--- config.mk ---
export PLATFORM = sky130hd
export DESIGN_NAME = hazard_stall_unit
export DESIGN_NICKNAME = d
export VERILOG_FILES = /design/src/rtl/hazard_stall_unit.sv
export SDC_FILE = /design/constraint.sdc
export NUM_CORES = 1
export LEC_CHECK = 0
export ABC_AREA = 1
export CORE_ASPECT_RATIO = 1.1
export CORE_MARGIN = 2
export CORE_UTILIZATION = 30
export DETAILED_ROUTE_END_ITERATION = 7
export PLACE_DENSITY = 0.87
export SLEW_MARGIN = 40
export SYNTH_ARGS = -nofsm -noshare
export SYNTH_HDL_FRONTEND = slang
export SYNTH_SLANG_ARGS = --single-unit
--- constraint.sdc ---
create_clock -name i_clk -period 4.05 [get_ports i_clk]
set_input_delay 1.215 -clock i_clk [delete_from_list [all_inputs] [get_ports i_clk]]
set_output_delay 1.215 -clock i_clk [all_outputs]
set_load 0.01 [all_outputs]
--- src/rtl/hazard_stall_unit.sv ---
// ID-stage hazard detector and stall sequencer for load-use and ID-resolved beq/bne hazards.
// Optional performance counters are enabled with `define HAZARD_PERF_CNT_EN.
module hazard_stall_unit #(
   parameter int unsigned CNT_W          = 16,
   parameter int unsigned BR_LOAD_STALLS = 2
) (
   input  logic             i_clk,
   input  logic             i_rst_n,
   input  logic [31:0]      i_id_instru,
   input  logic             i_id_beq,
   input  logic             i_id_bne,
   input  logic             i_id_branch_taken,
   input  logic             i_ex_MemRead,
   input  logic             i_ex_RegWrite,
   input  logic [4:0]       i_ex_wReg,
   output logic             o_c_PC_write,
   output logic             o_c_IF_ID_write,
   output logic             o_c_ID_EX_bubble,
   output logic             o_c_IF_ID_flush,
   output logic             o_stall_busy,
   output logic [CNT_W-1:0] o_stall_cycles,
   output logic [CNT_W-1:0] o_branch_flushes
);

   typedef enum logic [0:0] {StIdle, StHold} state_e;

   state_e     r_state, w_state_d;
   logic [1:0] r_remain, w_remain_d;

   logic [5:0] w_opcode;
   logic [4:0] w_rs, w_rt;
   logic       w_uses_rt, w_match, w_br;
   logic       w_haz_l, w_haz_ba, w_haz_bl, w_hazard;
   logic [1:0] w_total_m1;
   logic       w_stall, w_flush;

   assign w_opcode  = i_id_instru[31:26];
   assign w_rs      = i_id_instru[25:21];
   assign w_rt      = i_id_instru[20:16];
   assign w_uses_rt = (w_opcode == 6'h00) || (w_opcode == 6'h04) ||
                      (w_opcode == 6'h05) || (w_opcode == 6'h2B);
   assign w_match   = (i_ex_wReg != 5'd0) &&
                      ((i_ex_wReg == w_rs) || (w_uses_rt && (i_ex_wReg == w_rt)));
   assign w_br      = i_id_beq | i_id_bne;

   assign w_haz_l    = i_ex_MemRead & w_match & ~w_br;
   assign w_haz_ba   = w_br & i_ex_RegWrite & ~i_ex_MemRead & w_match;
   assign w_haz_bl   = w_br & i_ex_MemRead & w_match;
   assign w_hazard   = w_haz_l | w_haz_ba | w_haz_bl;
   assign w_total_m1 = w_haz_bl ? 2'(BR_LOAD_STALLS - 1) : 2'd0;

   always_ff @(posedge i_clk) begin
      if (!i_rst_n) begin
         r_state  <= StIdle;
         r_remain <= 2'd0;
      end else begin
         r_state  <= w_state_d;
         r_remain <= w_remain_d;
      end
   end

   // In HOLD the counter owns the window; ID inputs are ignored until it drains.
   always_comb begin
      w_stall    = 1'b0;
      w_state_d  = r_state;
      w_remain_d = r_remain;
      unique case (r_state)
         StIdle: begin
            if (w_hazard) begin
               w_stall    = 1'b1;
               w_remain_d = w_total_m1;
               w_state_d  = (w_total_m1 != 2'd0) ? StHold : StIdle;
            end
         end
         StHold: begin
            w_stall    = 1'b1;
            w_remain_d = r_remain - 2'd1;
            w_state_d  = (r_remain == 2'd1) ? StIdle : StHold;
         end
      endcase
   end

   assign w_flush = w_br & i_id_branch_taken & ~w_stall & i_rst_n;

   always_comb begin
      o_c_PC_write     = ~w_stall;
      o_c_IF_ID_write  = ~w_stall;
      o_c_ID_EX_bubble = w_stall;
      if (!i_rst_n) begin
         o_c_PC_write     = 1'b1;
         o_c_IF_ID_write  = 1'b1;
         o_c_ID_EX_bubble = 1'b0;
      end
   end

   assign o_c_IF_ID_flush = w_flush;
   assign o_stall_busy    = (r_state == StHold);

`ifdef HAZARD_PERF_CNT_EN
   logic [CNT_W-1:0] r_stall_cycles, r_branch_flushes;

   // Both counters saturate at all-ones.
   always_ff @(posedge i_clk) begin
      if (!i_rst_n) begin
         r_stall_cycles   <= '0;
         r_branch_flushes <= '0;
      end else begin
         if (w_stall && (r_stall_cycles != '1)) r_stall_cycles <= r_stall_cycles + 1'b1;
         if (w_flush && (r_branch_flushes != '1)) r_branch_flushes <= r_branch_flushes + 1'b1;
      end
   end

   assign o_stall_cycles   = r_stall_cycles;
   assign o_branch_flushes = r_branch_flushes;
`else
   assign o_stall_cycles   = '0;
   assign o_branch_flushes = '0;
`endif

endmodule

==> reports/results.tsv, run 1 <==
stage	metric	value	unit
placed_design	Port-buffer cells	32	
route	drt wl/cell	6.719	um
timing	Final Hold Vio Count	0	
route	Final ANT Viol Nets	0	
synth	Syn Std Cell Area	718.2	sq um
clock_tree	clk slew on worst S/H paths	30	ps
floorplan	Core Area	2252	sq um
floorplan	chip height	55.32	um
global_routing	grt met3 use	0.02703	
timing	final worst path period share	0.9565	
global_routing	largest net degree at the start of global routing	6	
floorplan	Starting Density	0.3189	
clock_tree	number of H-tree levels	1	
critical_path	Setup CP Type	in -> out	
clock_tree	CTS tree	done	
synth	Mapped Cells	121	
critical_path	required time of the critical path	2830	ps
synth	syn_area_per_cell	5.935	sq um
placed_design	hpwl dp	1180	um
timing	fmax	258.1	MHz
global_routing	initial antenna violation count	0	
power	Pint	0.1056	mW
power	Power Total	0.1597	mW
placed_design	placed cell count	187	
route	routed vias	699	
synth	sequential share of the synthesized area	0.08362	
critical_path	worst reg2reg path startpoint	r_remain[1]$_SDFFE_PN0P_	
clock_tree	Max Buffers Root-to-Sink	2	
critical_path	worst reg2reg setup slack	3040	ps
floorplan	DIE WIDTH	50.65	um
route	initial drt markers	13	
synth	Ys Warns	0	
cells_and_area	layout cells sized above 1	0.2099	
cells_and_area	number of diodes	0	
clock_tree	CTS Buf Count	3	
power	Leak Pwr	0.5614	nW
clock_tree	Worst-Skew Late Latency	230	ps
route	final WL	1290	um
power	PwrDens	159.7	nW/um^2
floorplan	Die Footprint	2802	sq um
worst_hold_path	worst min path class	reg -> reg	
placed_design	Final Wtd Congestion	0.7454	
clock_tree	CTS root buffer	clkbuf_4	
power	sw power	0.05408	mW
timing	setup tns final	0	ps
global_routing	GRT Overall Usage	0.09156	
route	TritonRoute pass-1 iters	4	
timing	Final Setup Violations	0	
route	via density per instance	3.641	
cells_and_area	fin cells	192	
critical_path	Critical Path Fanout Max	2	
cells_and_area	Final nets	208	
cells_and_area	area of the multi-input gates	444.2	sq um
power	part of the power in registers	0.197	
synth	Yosys cell types	19	
critical_path	Worst setup SP type	input pin	
outcome	status	finished, final reports clean	
global_routing	total congestion overflow	0	
critical_path	Critical Path Max Stage Delay	480	ps
power	maximum VDD drop	0.1102	mV
critical_path	slowest cell on the critical path	clkdlybuf4s50_1	
global_routing	met1 usage	0.09768	
cells_and_area	synth-to-layout area growth	39.20	%
critical_path	Setup crit end	o_c_IF_ID_write	
critical_path	crit path cell chain	clkdlybuf4s50_1 -> inv_1 -> nand2_1 -> nand2_2 -> nor2_2 -> nand2_1 -> o21ai_2 -> nand3_2 -> nand2_2 -> inv_2 -> nor2_4 -> inv_2 -> clkbuf_2	
timing	RSZ-0062 raised after global routing	no	
global_routing	busiest layer in global routing	met2	
critical_path	RR Endpoint	o_stall_busy$_SDFF_PN0_	
floorplan	num rows	18	
power	Sw Share	0.3386	
power	clock share of power	0.316	
critical_path	r2r worst-path depth	4	
timing	Tmin final	3874	ps
power	Combinational Power Share	0.486	
cells_and_area	Fillers	231	
timing	Setup Skew	3.184	ps
critical_path	critical path startpoint	i_id_instru[16]	
clock_tree	clock sinks	3	
cells_and_area	FF/Latch Area	60.06	sq um
synth	Seq cells post-synth	3	
floorplan	# IOs	81	
job	max-cap check violation count	0	
critical_path	CP Capture Type	output pin	
global_routing	number of global-route vias before repair	570	
global_routing	first-pass GRT wire length	2063	um
route	Remaining DRCs	0	
critical_path	Critical Path AT	2660	ps
timing	Final Max Slew Viols	0	
global_routing	met2 usage	0.1654	
==> sequential cells by signal, indices dropped and copies added (netlist names) <==
name	cells
o_stall_busy	1
r_remain	2
==> metrics by stage <==
stage	worst slack [ps]	utilization	hold slack, ps	area, sq um
CTS	20.32	0.4461	482.3	1005
detailed placement	-257.3	0.4394	476.9	989.7
global route	28.60	0.4439	502.3	999.7
finish	176.1	0.4439	475.9	999.7
global placement	-238.9	0.4394	471.0	989.7
floorplan	672.8	-	457.8	834.6
==> cell usage in the layout (no fill, tap or decap), drive strengths merged, types with 5 or more instances in the layout <==
cell	count
conb	32
nor2	13
dlygate4sd2	5
nand3	8
clkbuf	8
inv	22
nand2	29
buf	7
clkdlybuf4s50	22
==> routing by layer <==
layer / wire length (um) / vias up / share of wire
met5: 0 / - / 0
met4: 0 / 0 / 0
met3: 134 / 0 / 0.10
met2: 673 / 31 / 0.52
met1: 481 / 293 / 0.37
li1: - / 375 / -
==> cell type report <==
type                    count  area share
multi-input cells          94      0.4443
inverters                  22     0.08260
repair buffers             39      0.3492
well taps                  30     0.03755
clock buffers               4     0.02628
flip-flops and latches      3     0.06008
==> Yosys cell counts <==
cell type	n	share of area
nor2_4	1	0.016
inv_2	7	0.037
a21oi_1	2	0.014
nand2_2	4	0.035
ha_1	1	0.017
nand3_1	6	0.042
inv_1	15	0.078
o21ai_2	2	0.024
nor2_2	3	0.026
dfxtp_1	3	0.084
xor2_1	3	0.037
or2_2	1	0.0087
buf_4	33	0.34
nor2_1	9	0.047
nand2_1	25	0.13
xnor2_1	1	0.012
nor3_1	2	0.014
nand3_2	2	0.028
conb_1	1	0.0052
==> logic make-up after synthesis <==
group,synth area share
compound gates,0.03833
flops,0.08363
simple gates,0.3467
fa+ha+maj,0.01742
other cells,0.005221
xor+xnor,0.04879
buf+inv,0.4599
==> power by group through the flow <==
stage	clock (mW)	combinational, mW	sequential (mW)
global placement	0	0.0791	0.0319
finish	0.0505	0.0777	0.0315
global route	0.0569	0.0869	0.0315
CTS	0.0537	0.0775	0.0315
detailed placement	0	0.0801	0.0319
floorplan	0	0.0629	0.0319
==> worst max-delay path: cells and delay by family <==
family	cells	cell delay, ps
compound gates	1	170
simple gates	7	530
buf+inv	5	730
==> what timing repair did <==
action                     in CTS  in global routing
hold buffers                    0                  0
setup endpoints to repair       4                  4
gates resized for setup         9                  9
setup buffers                   0                  1
pin swaps                       1                  3
==> worst min-delay path by stage <==
stage                                          end                startpoint  slack, ps  depth (start not counted)
after detailed placement  r_remain[1]$_SDFFE_PN0P_  r_remain[1]$_SDFFE_PN0P_        480                          2
after floorplan           r_remain[1]$_SDFFE_PN0P_  r_remain[1]$_SDFFE_PN0P_        460                          2
after CTS                 r_remain[1]$_SDFFE_PN0P_  r_remain[1]$_SDFFE_PN0P_        480                          2
final                     r_remain[1]$_SDFFE_PN0P_  r_remain[1]$_SDFFE_PN0P_        480                          2
after global placement    r_remain[1]$_SDFFE_PN0P_  r_remain[1]$_SDFFE_PN0P_        470                          2
after global routing      r_remain[1]$_SDFFE_PN0P_  r_remain[1]$_SDFFE_PN0P_        500                          2
No activity file was read; power rests on OpenSTA's default activity.
==> inputs of run 2 (changes only) <==
CORE_MARGIN = 5   (was 2)
REMOVE_ABC_BUFFERS = 1   (was default)
==> run 2 against run 1 <==
Global-route usage decreased by 0.76 points. Die area increased by 24%. Worst setup slack got worse by 36 ps. Combinational power decreased by 2%. Largest cell class unchanged.
==> reports/results.tsv, run 2 (synthesized netlist as in run 1, its figures left out) <==
stage	metric	value	unit	change
cells_and_area	max reg flops	2		unchanged
global_routing	busiest layer in global routing	met2		
clock_tree	CTS tree	done		
global_routing	GRT Overall Usage	0.08400		-0.007561
route	TritonRoute pass-1 iters	2		-2
critical_path	worst reg2reg path startpoint	r_remain[1]$_SDFFE_PN0P_		
critical_path	Critical Path Max Stage Delay	490	ps	about the same
critical_path	slowest cell on the critical path	clkdlybuf4s50_1		
clock_tree	hold_buf cts	0		unchanged
critical_path	Critical Path AT	2690	ps	+30 ps
route	via density per instance	3.677		+1.0%
timing	RSZ-0062 raised after global routing	no		
power	maximum VDD drop	0.2172	mV	+97%
floorplan	num rows	18		unchanged
route	Final ANT Viol Nets	0		unchanged
route	Remaining DRCs	0		unchanged
global_routing	total congestion overflow	0		unchanged
floorplan	Core Area	2275	sq um	+1.0%
global_routing	number of global-route vias before repair	584		+2.5%
clock_tree	Worst-Skew Late Latency	230	ps	about the same
critical_path	RR Endpoint	o_stall_busy$_SDFF_PN0_		
timing	setup tns final	0	ps	unchanged
worst_hold_path	worst min path class	reg -> reg		
global_routing	met2 usage	0.1617		-0.003697
timing	final worst path period share	0.9653		+0.008780
timing	Final Hold Vio Count	0		unchanged
critical_path	crit path cell chain	clkdlybuf4s50_1 -> inv_1 -> nand2_1 -> nand2_1 -> nor2_2 -> nand2_1 -> o21ai_2 -> nand3_2 -> nand2_2 -> buf_4 -> nor2_1 -> clkdlybuf4s15_1		
critical_path	Worst setup SP type	input pin		
cells_and_area	area of the multi-input gates	444.2	sq um	unchanged
critical_path	critical path startpoint	i_id_instru[20]		
worst_hold_path	worst hold stages	2		unchanged
power	PwrDens	161.2	nW/um^2	+0.90%
route	routed vias	695		-0.57%
timing	Final Max Slew Viols	0		unchanged
clock_tree	CTS root buffer	clkbuf_4		
cells_and_area	number of diodes	0		unchanged
route	initial drt markers	11		-2
cells_and_area	layout cells sized above 1	0.1887		-0.02120
route	final WL	1467	um	+14%
cells_and_area	commonest cells after routing, fill and taps aside	conb_1, nand2_1, clkdlybuf4s50_1		
global_routing	first-pass GRT wire length	2290	um	+11%
floorplan	Die Footprint	3473	sq um	+24%
job	max-cap check violation count	0		unchanged
cells_and_area	fin cells	189		-1.6%
clock_tree	clk slew on worst S/H paths	40	ps	about the same
clock_tree	Max Buffers Root-to-Sink	2		unchanged
cells_and_area	FF/Latch Area	60.06	sq um	unchanged
cells_and_area	synth-to-layout area growth	37.63	%	
outcome	status	finished, final reports clean		
placed_design	Port-buffer cells	32		unchanged
power	Leak Pwr	0.5634	nW	+0.36%
floorplan	chip height	61.32	um	+11%
global_routing	largest net degree at the start of global routing	6		unchanged
global_routing	initial antenna violation count	0		unchanged
cells_and_area	Fillers	239		+3.5%
clock_tree	clock sinks	3		unchanged
cells_and_area	Biggest register	r_remain		
timing	Setup Skew	3.272	ps	+0.08842 ps
critical_path	Setup CP Type	in -> out		
cells_and_area	most common cell after layout, fill and taps aside	conb_1		
global_routing	met1 usage	0.08229		-0.01539
critical_path	required time of the critical path	2830	ps	about the same
critical_path	most used cell, CP	nand2_1		
global_routing	grt met3 use	0.04612		+0.01909
critical_path	CP Capture Type	output pin		
critical_path	Critical Path Fanout Max	2		unchanged
floorplan	Starting Density	0.3157		-0.003157
clock_tree	CTS Buf Count	3		unchanged
timing	Tmin final	3909	ps	+35.56 ps
worst_hold_path	Worst Hold Launch	r_remain[1]$_SDFFE_PN0P_		
cells_and_area	Final nets	205		-1.4%
route	drt wl/cell	7.762	um	+16%
floorplan	# IOs	81		unchanged
worst_hold_path	Worst Hold End	r_remain[1]$_SDFFE_PN0P_		
placed_design	placed cell count	185		-1.1%
critical_path	r2r worst-path depth	4		unchanged
clock_tree	number of H-tree levels	1		unchanged
critical_path	worst reg2reg setup slack	3010	ps	-30 ps
timing	fmax	255.8	MHz	-0.91%
placed_design	Final Wtd Congestion	0.7495		+0.55%
placed_design	hpwl dp	1342	um	+14%
floorplan	DIE WIDTH	56.65	um	+12%
timing	Final Setup Violations	0		unchanged
clock_tree	Setup Buffers After CTS	0		unchanged
## run 2: worst max path at each step
stage	endpoint	slack (ps)	cells after the start
2_1_floorplan	o_c_IF_ID_write	800	11
3_3_place_gp	o_c_ID_EX_bubble	-250	12
3_5_place_dp	o_c_ID_EX_bubble	-270	12
4_1_cts	o_c_PC_write	10	13
5_1_grt	o_c_IF_ID_flush	20	12
6_report	o_c_IF_ID_flush	140	12
## run 2: where the power goes
| group | total (mW) | leakage, nW | internal (mW) | switching [mW] |
|---|---|---|---|---|
| Sequential | 0.0315 | 0.0242 | 0.0308 | 0.000729 |
| Combinational | 0.0761 | 0.524 | 0.0367 | 0.0394 |
| Clock | 0.0517 | 0.0150 | 0.0369 | 0.0148 |
## run 2: worst max-delay path: cells and delay by family
kind | cells | cell delay [ps]
buffers and inverters | 4 | 870
AOI/OAI and AO/OA | 1 | 170
and+or+nand+nor | 7 | 450
## run 2: metal layers
| metal | vias up | routed length (um) |
|---|---|---|
| met5 | - | 0 |
| met4 | 0 | 0 |
| met3 | 0 | 225 |
| met2 | 44 | 704 |
| met1 | 283 | 536 |
| li1 | 368 | - |
## run 2: per-stage QoR
step	cell area, sq um	power, mW	hold WS, ps	worst slack (ps)	utilization
floorplan	586.8	0.07136	457.8	797.1	-
finish	988.4	0.1593	494.2	140.6	0.4345
global placement	974.7	0.1094	475.5	-254.6	0.4285
global route	988.4	0.1793	537.9	15.79	0.4345
detailed placement	974.7	0.1103	486.2	-272.1	0.4285
CTS	991.0	0.1621	504.5	9.813	0.4356
## run 2: cell type report
type	count	share of cell area
Clock buffer	4	0.02658
Inverter	22	0.08354
Multi-Input combinational cell	94	0.4494
Sequential cell	3	0.06076
Tap cell	30	0.03797
Timing Repair Buffer	36	0.3418
## run 2: timing repair
| item | 4_1_cts | 5_1_grt |
|---|---|---|
| pin swaps | 1 | 3 |
| resized for setup | 8 | 10 |
| endpoints found under the setup margin | 4 | 4 |
==> inputs of run 3 (changes only) <==
CELL_PAD_IN_SITES_DETAIL_PLACEMENT = 1   (was default)
CELL_PAD_IN_SITES_GLOBAL_PLACEMENT = 2   (was default)
CORE_UTILIZATION = 12   (was 30)
PLACE_DENSITY = default   (was 0.87)
PLACE_DENSITY_LB_ADDON = 0.1   (was default)
==> run 3 against run 2 <==
Cell area increased by 9.9%. Register-to-register slack improved by 30 ps. Clock power increased by 64%. Maximum frequency increased by 0.16%. Critical path depth decreased by 1. Cell count increased by 27%. Total power increased by 24%. Sequential share of layout area decreased by 0.55 points. Critical endpoint unchanged.
==> reports/results.tsv, run 3 (synthesized netlist as in run 1, its figures left out) <==
stage	metric	value	unit	change
power	maximum VDD drop	0.05913	mV	-73%
route	TritonRoute pass-1 iters	2		unchanged
timing	setup ws final	146.8	ps	+6.209 ps
cells_and_area	commonest cells after routing, fill and taps aside	conb_1, nand2_1, clkdlybuf4s50_1		
critical_path	Setup CP Type	in -> out		
route	final WL	1988	um	+36%
clock_tree	Max Buffers Root-to-Sink	2		unchanged
timing	RSZ-0062 raised after global routing	no		
cells_and_area	most common cell after layout, fill and taps aside	conb_1		
job	max-cap check violation count	0		unchanged
route	via density per instance	2.996		-19%
floorplan	# IOs	81		unchanged
placed_design	Post-Place Worst Slack	-338.5	ps	-66.34 ps
critical_path	required time of the critical path	2830	ps	about the same
clock_tree	CTS root buffer	clkbuf_8		
global_routing	total congestion overflow	0		unchanged
floorplan	Die Footprint	7633	sq um	+120%
timing	final worst path period share	0.9638		-0.001533
clock_tree	CTS tree	done		
route	initial drt markers	5		-6
clock_tree	Setup Buffers After CTS	0		unchanged
outcome	status	finished, final reports clean		
timing	fmax	256.2	MHz	+0.16%
clock_tree	number of H-tree levels	1		unchanged
floorplan	chip height	91.14	um	+49%
placed_design	hpwl dp	1857	um	+38%
timing	Final Max Slew Viols	0		unchanged
global_routing	number of global-route vias before repair	831		+42%
cells_and_area	Fillers	751		+210%
cells_and_area	Biggest register	r_remain		
route	Remaining DRCs	0		unchanged
critical_path	worst reg2reg path startpoint	r_remain[1]$_SDFFE_PN0P_		
power	PwrDens	181.6	nW/um^2	+13%
global_routing	first-pass GRT wire length	3463	um	+51%
timing	Final Hold Vio Count	0		unchanged
critical_path	Critical Path AT	2690	ps	about the same
clock_tree	clock sinks	3		unchanged
worst_hold_path	Worst Hold Launch	r_remain[1]$_SDFFE_PN0P_		
cells_and_area	layout cells sized above 1	0.2086		+0.01991
floorplan	Core Area	5806	sq um	+160%
power	Leak Pwr	0.5656	nW	+0.39%
worst_hold_path	worst min path class	reg -> reg		
timing	setup tns final	0	ps	unchanged
timing	Tmin final	3903	ps	-6.209 ps
clock_tree	hold_buf cts	0		unchanged
critical_path	Critical Path Fanout Max	2		unchanged
global_routing	largest net degree at the start of global routing	6		unchanged
route	routed vias	719		+3.5%
critical_path	CP Capture Type	output pin		
floorplan	num rows	29		+11
clock_tree	CTS Buf Count	3		unchanged
timing	Final Setup Violations	0		unchanged
global_routing	initial antenna violation count	0		unchanged
clock_tree	Worst-Skew Late Latency	210	ps	-20 ps
cells_and_area	max reg flops	2		unchanged
timing	Setup Skew	0.3956	ps	-2.877 ps
route	drt wl/cell	8.283	um	+6.7%
cells_and_area	number of diodes	0		unchanged
critical_path	critical path startpoint	i_id_instru[26]		
clock_tree	clk slew on worst S/H paths	30	ps	about the same
cells_and_area	synth-to-layout area growth	51.22	%	
cells_and_area	Final nets	209		+2.0%
placed_design	Final Wtd Congestion	0.7142		-4.7%
placed_design	Port-buffer cells	32		unchanged
global_routing	GRT Overall Usage	0.05293		-0.03107
floorplan	DIE WIDTH	83.76	um	+48%
floorplan	Starting Density	0.1237		-0.1920
route	Final ANT Viol Nets	0		unchanged
critical_path	Worst setup SP type	input pin		
[run 3: changes by cell type in the layout (fill, tap and decap cells not counted), sizes merged]
cell	previous run	this run
buf	4	8
clkdlybuf4s15	1	0
clkdlybuf4s50	21	23
dlygate4sd2	4	6
dlymetal6s2s	3	0
[run 3: per-layer routing]
layer  vias to the layer above  routed length, um  part of all wire  GRT usage
li1                        377                  -                 -          -
met1                       298                928              0.47    0.06800
met2                        42                898              0.45    0.08488
met3                         2                150             0.075    0.01629
met4                         0                 11            0.0055    0.01609
met5                         -                  0                 0          0
[run 3: power by group]
group          internal [mW]  total (mW)  switching, mW
sequential            0.0308      0.0315       0.000697
combinational         0.0389      0.0810         0.0420
clock                 0.0669      0.0847         0.0178
total                  0.137       0.197         0.0605
[run 3: repair_timing]
item                                    in CTS  in global routing
pin swaps                                    2                  0
gates resized for setup                     11                  4
endpoints found under the setup margin       4                  3
[run 3: path summary, 6_finish.rpt]
kind / to / slack (ps) / cells past startpoint
min: r_remain[1]$_SDFFE_PN0P_ / 490 / 2
max: o_c_IF_ID_flush / 150 / 11
max reg2reg: o_stall_busy$_SDFF_PN0_ / 3040 / 4
min reg2reg: r_remain[1]$_SDFFE_PN0P_ / 490 / 2
[run 3: critical path: stages]
cell             delay, ps
clkdlybuf4s50_1        480
inv_1                   40
nor2_1                  90
nand2_1                 60
nand2_1                 70
nand3_2                 80
o21ai_2                170
nand3_2                100
nand2_2                 80
nor2_1                  40
dlygate4sd2_1          280
[run 3: layout make-up]
cell class	instances	area, sq um	share of cell area
Sequential cell	3	60.06	0.05530
Multi-Input combinational cell	94	444.2	0.4090
Timing Repair Buffer	40	357.8	0.3295
Inverter	22	82.58	0.07604
Tap cell	77	96.34	0.08871
Clock buffer	4	45.04	0.04147
[run 3: per-stage QoR]
stage	total power [mW]	hold slack [ps]	std cells	utilization	instance area [sq um]
final	0.1972	488.5	240	0.1871	1086
after CTS	0.2016	496.9	240	0.1894	1100
after global routing	0.2156	521.8	240	0.1871	1086
after global placement	0.1157	478.9	236	0.1832	1064
after detailed placement	0.1163	494.0	236	0.1832	1064
after floorplan	0.07136	457.8	119	-	586.8
